$ cat src/rtl/uart_tx_mmio.sv
// uart_tx_mmio: memory-mapped UART transmitter with a TX FIFO.
// Firmware stores bytes to DATA; they go out on tx as 8N1, or 8E1 frames.
//
// Optional feature macro: UART_TX_PARITY_EN adds an even-parity bit per frame.
// Ports:
//   clock, reset (async, active low)
//   store, load, address, store_data   CPU bus access
//   load_data                          read data, 0 when not selected
//   sel                                access hits DATA or STATUS
//   tx                                 serial output, idle high
// Registers: DATA at BASE_ADDR, STATUS at BASE_ADDR + XLEN/8.
//   STATUS: [0] full [1] empty [2] idle [3] ovf [11:8] count.
module uart_tx_mmio #(
    parameter int               XLEN       = 32,
    parameter logic [XLEN-1:0]  BASE_ADDR  = XLEN'(32'h20000010),
    parameter int               CLK_DIV    = 16,
    parameter int               FIFO_DEPTH = 8
) (
    input  logic            clock,
    input  logic            reset,
    input  logic            store,
    input  logic            load,
    input  logic [XLEN-1:0] address,
    input  logic [XLEN-1:0] store_data,
    output logic [XLEN-1:0] load_data,
    output logic            sel,
    output logic            tx
);

    localparam int AW = $clog2(FIFO_DEPTH);
    localparam int CW = AW + 1;
    localparam int BW = $clog2(CLK_DIV);

    localparam logic [XLEN-1:0] DATA_ADDR = BASE_ADDR;
    localparam logic [XLEN-1:0] STAT_ADDR = BASE_ADDR + XLEN'(XLEN / 8);
    localparam logic [BW-1:0]   BAUD_LAST = BW'(CLK_DIV - 1);
    localparam logic [CW-1:0]   FULL_CNT  = CW'(FIFO_DEPTH);

    typedef enum logic [2:0] {
        S_IDLE,
        S_START,
        S_DATA,
`ifdef UART_TX_PARITY_EN
        S_PAR,
`endif
        S_STOP
    } state_t;

    logic [7:0]    mem [FIFO_DEPTH];
    logic [AW-1:0] wr_ptr, rd_ptr;
    logic [CW-1:0] count;
    logic          ovf;

    state_t        state, state_n;
    logic [BW-1:0] baud, baud_n;
    logic [2:0]    bitcnt, bit_n;
    logic [7:0]    shreg, sh_n;
    logic          tx_n;

    logic hit_data, hit_stat, wr_data, wr_stat;
    logic full, empty, push, pop, tick, idle;
    logic ovf_set, ovf_clr;
    logic [XLEN-1:0] status;
    logic unused_bits;

    assign hit_data = (address == DATA_ADDR);
    assign hit_stat = (address == STAT_ADDR);
    assign sel      = (load | store) & (hit_data | hit_stat);
    assign wr_data  = store & hit_data;
    assign wr_stat  = store & hit_stat;

    assign full    = (count == FULL_CNT);
    assign empty   = (count == '0);
    // A push into a full FIFO is dropped even if a pop frees a slot now.
    assign push    = wr_data & ~full;
    assign ovf_set = wr_data & full;
    assign ovf_clr = wr_stat & store_data[3];
    assign idle    = (state == S_IDLE) & empty;

    assign unused_bits = ^store_data[XLEN-1:8];

    always_comb begin
        status         = '0;
        status[0]      = full;
        status[1]      = empty;
        status[2]      = idle;
        status[3]      = ovf;
        status[8 +: CW] = count;
    end

    assign load_data = (load & hit_stat) ? status : '0;

    always_ff @(posedge clock) begin
        if (push) mem[wr_ptr] <= store_data[7:0];
    end

    always_ff @(posedge clock or negedge reset) begin
        if (!reset) begin
            wr_ptr <= '0;
            rd_ptr <= '0;
            count  <= '0;
            ovf    <= 1'b0;
        end else begin
            if (push) wr_ptr <= wr_ptr + AW'(1);
            if (pop)  rd_ptr <= rd_ptr + AW'(1);
            count <= count + CW'(push) - CW'(pop);
            // Set wins over a simultaneous clear.
            if (ovf_set)      ovf <= 1'b1;
            else if (ovf_clr) ovf <= 1'b0;
        end
    end

    assign tick = (baud == BAUD_LAST);

    always_comb begin
        state_n = state;
        bit_n   = bitcnt;
        sh_n    = shreg;
        pop     = 1'b0;
        unique case (state)
            S_IDLE: begin
                if (!empty) begin
                    pop     = 1'b1;
                    sh_n    = mem[rd_ptr];
                    state_n = S_START;
                end
            end
            S_START: begin
                if (tick) begin
                    state_n = S_DATA;
                    bit_n   = '0;
                end
            end
            S_DATA: begin
                if (tick) begin
                    bit_n = bitcnt + 3'd1;
                    if (bitcnt == 3'd7) begin
`ifdef UART_TX_PARITY_EN
                        state_n = S_PAR;
`else
                        state_n = S_STOP;
`endif
                    end
                end
            end
`ifdef UART_TX_PARITY_EN
            S_PAR: begin
                if (tick) state_n = S_STOP;
            end
`endif
            S_STOP: begin
                // Chain straight into the next start bit when more is queued.
                if (tick) begin
                    if (!empty) begin
                        pop     = 1'b1;
                        sh_n    = mem[rd_ptr];
                        state_n = S_START;
                    end else begin
                        state_n = S_IDLE;
                    end
                end
            end
            default: state_n = S_IDLE;
        endcase

        // Leaving IDLE happens without a tick, so a state change restarts too.
        if (state_n == S_IDLE || tick || state_n != state)
            baud_n = '0;
        else
            baud_n = baud + BW'(1);

        tx_n = 1'b1;
        unique case (state_n)
            S_START: tx_n = 1'b0;
            S_DATA:  tx_n = sh_n[bit_n];
`ifdef UART_TX_PARITY_EN
            S_PAR:   tx_n = ^sh_n;
`endif
            default: tx_n = 1'b1;
        endcase
    end

    always_ff @(posedge clock or negedge reset) begin
        if (!reset) begin
            state  <= S_IDLE;
            baud   <= '0;
            bitcnt <= '0;
            shreg  <= '0;
            tx     <= 1'b1;
        end else begin
            state  <= state_n;
            baud   <= baud_n;
            bitcnt <= bit_n;
            shreg  <= sh_n;
            tx     <= tx_n;
        end
    end

endmodule
$ cat config.mk
export PLATFORM = sky130hd
export DESIGN_NAME = uart_tx_mmio
export DESIGN_NICKNAME = d
export VERILOG_FILES = /design/src/rtl/uart_tx_mmio.sv
export SDC_FILE = /design/constraint.sdc
export NUM_CORES = 1
export LEC_CHECK = 0
export BUFFER_PORTS_ARGS = -buffer_cell sky130_fd_sc_hd__buf_2
export CAP_MARGIN = 10
export CORE_MARGIN = 2
export CORE_UTILIZATION = 40
export DETAILED_ROUTE_END_ITERATION = 10
export PLACE_DENSITY_LB_ADDON = 0.2
export SKIP_CTS_REPAIR_TIMING = 1
export SLEW_MARGIN = 30
export SYNTH_ARGS = -nofsm -noshare
export SYNTH_HDL_FRONTEND = slang
export SYNTH_SLANG_ARGS = --single-unit
$ cat constraint.sdc
create_clock -name clock -period 2.25 [get_ports clock]
set_input_delay 0.45 -clock clock [delete_from_list [all_inputs] [get_ports clock]]
set_output_delay 0.45 -clock clock [all_outputs]
set_load 0.1 [all_outputs]
==> key figures <==
Status
  – Outcome: finished with violations
  – Failing checks: setup timing

Global route
  – Initial antenna violation count: 0
  – GRT Resource Usage Total: 0.159
  – Largest net degree at the start of global routing: 31
  – Vias in the first global route: 2803
  – First-pass GRT wire length: 14.2 mm
  – Gr ovfl total: 0

Pwr
  – Power Density: 857 nW/um2
  – Leakage Power: 0.00231 uW
  – Peak VDD IR: 0.446 mV

Clocking
  – Worst-path clk slew: 0.11 ns
  – Clock sink count: 94
  – Root buf cell: clkbuf_8
  – H-tree depth: 3
  – CTS tree: yes
  – CTS Buf Count: 9
  – Clk buf depth: 2
  – Worst-Skew Late Latency: 0.37 ns

Worst setup path
  – Worst-path fanout max: 4
  – CP peak stage delay: 0.28 ns
  – Slowest stage cell, crit path: nor4_4
  – Delay-heaviest family, CP: simple AND/OR/NAND/NOR gates
  – Type of origin of the critical path: input port
  – Buf/Inv on CP: 3
  – Critical path type: in2out
  – CP Capture Type: output port
  – Cells along the critical path: buf_6 > nor4_4 > nand4_1 > nor2_2 > buf_4 > and3_4 > and2_4 > and3_4 > buf_12
  – Crit path arrival time: 1.94 ns
  – Worst EP required: 1.80 ns
  – Most frequent CP cell: and3_4

Logic synthesis
  – Biggest area consumer among synthesized cells: edfxtp_1
  – Post-synthesis cell area: 4460 um2
  – Cells after synthesis: 315
  – Avg Cell Area, Syn: 14.1 um2
  – Yosys cell types: 53
  – Area contributors post-synth: edfxtp_1 43%, dfrtp_1 16%, mux4_1 6.5%
  – Ys Warns: 0
  – Number of synthesized register bits: 94
  – FFs w/ async S/R, synth: 0.319
  – Post-synthesis sequential area ratio: 0.600
  – Commonest register cell after synthesis: edfxtp_1
  – Post-synth top area share: 0.431
  – Number of synthesized flops with an enable pin: 64

Floorplanning
  – Full die area: 12000 um2
  – # rows: 38
  – Initial Util: 0.411
  – Core area: 10800 um2
  – Die Span Y: 110 um
  – Chip Width: 110 um
  – # IOs: 102

Placed design
  – DP HPWL: 6.27 mm
  – Pre-CTS setup slack: -0.214 ns
  – IO Port Bufs: 53
  – Placer congestion estimate: 0.841
  – Post-Place Cells: 543

STA
  – Period utilization: 1.06
  – Final worst slack: -0.139 ns
  – Final Skew: 0.0136 ns
  – Max Fclk: 0.419 GHz
  – Relative slew slack: 0.521
  – RSZ-0062 raised after global routing: true
  – Setup TNS: -0.564 ns
  – Worst-Margin Slew: 0.719 ns
  – Final setup fails: 8
  – Slew Limit Fails: 0
  – Shortest period the worst path allows: 2.39 ns
  – Final Hold Fails: 0

Finish
  – Share of cells above drive strength 1: 0.435
  – # fillers: 933
  – Layout Cells excl Fill: 565
  – Area delta synth->final: 29.8%
  – Inserted Diodes: 0
  – Final nets: 501

Routing
  – Wire per inst: 16.3 um
  – DR iter-0 viols: 117
  – Final WL: 9.20 mm
  – DRC: 0
  – Detail Route Antenna Nets: 0
  – Vias: 2805
  – DR vias/cell: 4.96
  – First-pass DRT Iterations: 4

Run
  – Max-capacitance violation count: 0

Min path
  – Worst hold-check path type: in2async
-- worst reg2reg max path: cells and delay by family (launching register included) --
family	cells	cell delay, ns
adder cells (fa/ha/maj)	4	1.05
flip-flops	1	0.40
buffers and inverters	5	0.29
AND/OR/NAND/NOR	2	0.26
AO/OA/AOI/OAI	1	0.17
-- synth_stat cells (2+ instances only) --
cell type,n
edfxtp_1,64
dfrtp_1,29
buf_4,25
nor2_1,23
inv_1,13
nand2_1,13
ha_1,12
a21oi_1,11
mux4_1,11
nor3_1,9
nor4_1,9
and2_1,8
and3_1,6
mux2_2,5
mux4_2,5
nand2b_1,5
o21ai_0,5
xnor2_1,5
nand3_1,4
nand4_1,4
xor2_1,4
clkbuf_1,3
mux2i_1,3
a21o_1,2
a32oi_1,2
buf_2,2
buf_6,2
nor3_2,2
nor3b_1,2
nor4b_1,2
o211ai_1,2
o31ai_1,2
-- layout make-up --
type | instances | area [um2] | area share
clock inverters | 7 | 72.6 | 0.0125
repair buffers | 103 | 858 | 0.148
clock buffers | 9 | 124 | 0.0214
well taps | 140 | 175 | 0.0303
inverters | 14 | 57.6 | 0.00995
multi-input cells | 198 | 1820 | 0.315
flip-flops and latches | 94 | 2680 | 0.463
-- metal layers --
metal | GRT usage | routed length [um] | vias up
met3 | 0.0326 | 303 | 10
met2 | 0.269 | 4790 | 64
met5 | 0 | 0 | -
met4 | 0.0470 | 131 | 0
li1 | - | - | 1347
met1 | 0.207 | 3980 | 1384
-- registers in the layout (all words and copies together) (netlist names) --
| name | count |
|---|---|
| mem | 64 |
| shreg | 8 |
| baud | 4 |
| count | 4 |
| bitcnt | 3 |
| tx | 1 |
| rd_ptr | 3 |
| wr_ptr | 3 |
| ovf | 1 |
| state | 3 |
-- power by group --
part	internal, uW	total [uW]	switching [uW]
logic	837	1700	865
registers	2000	2150	146
clock network	439	1110	669
total	3280	4960	1680
-- worst paths after layout --
path                       slack [ns]  cells after the start                    end             startpoint
setup / recovery                -0.14                      9           load_data[2]            address[14]
hold / removal                   0.13                      1  wr_ptr[2]$_DFFE_PN0P_                  reset
setup reg to reg                    0                     12     count[1]$_DFF_PN0_      baud[1]$_DFF_PN0_
hold reg to reg                  0.51                      1  wr_ptr[2]$_DFFE_PN0P_  wr_ptr[2]$_DFFE_PN0P_
max in group asynchronous        1.60                      1  rd_ptr[0]$_DFFE_PN0P_                  reset
min in group clock               0.31                      2        ovf$_DFFE_PN0P_             address[2]
-- placed cells by master, fill, tap and decap left out, drive strengths merged, types with 2 or more instances in the layout --
cell,netlist,layout
buf,30,103
edfxtp,64,64
dfrtp,29,29
conb,1,25
nor2,23,23
inv,14,19
mux4,16,16
nand2,13,13
a21oi,12,12
ha,12,12
nor3,11,11
clkbuf,3,9
nor4,9,9
and2,8,8
mux2,6,6
and3,6,6
xnor2,5,5
o21ai,5,5
nand2b,5,5
nand4,4,4
xor2,4,4
nand3,4,4
mux2i,3,3
a21o,2,2
a32oi,2,2
o211ai,2,2
nor4b,2,2
nor3b,2,2
o31ai,2,2
a211oi,2,2
-- cell families after synthesis --
logic type / after synthesis / share of synthesized area
muxes: 25 / 0.113
other: 1 / 0.000841
and+or+nand+nor: 93 / 0.112
DFF: 94 / 0.600
adders and majority gates: 13 / 0.0382
buffers and inverters: 47 / 0.0682
AOI/OAI and AO/OA: 33 / 0.0505
xor gates and xnor gates: 9 / 0.0177
-- through the flow --
stage / cell area (um2) / hold WS, ns / utilization / total power, uW
detailed placement: 5320 / 0.481 / 0.491 / 3720
finish: 5780 / 0.127 / 0.533 / 4960
global placement: 5320 / 0.476 / 0.491 / 3700
CTS: 5520 / 0.142 / 0.509 / 4840
global route: 5780 / 0.164 / 0.533 / 5250
floorplan: 4650 / 0.154 / - / 3300
(Power assumes the default switching activity.)
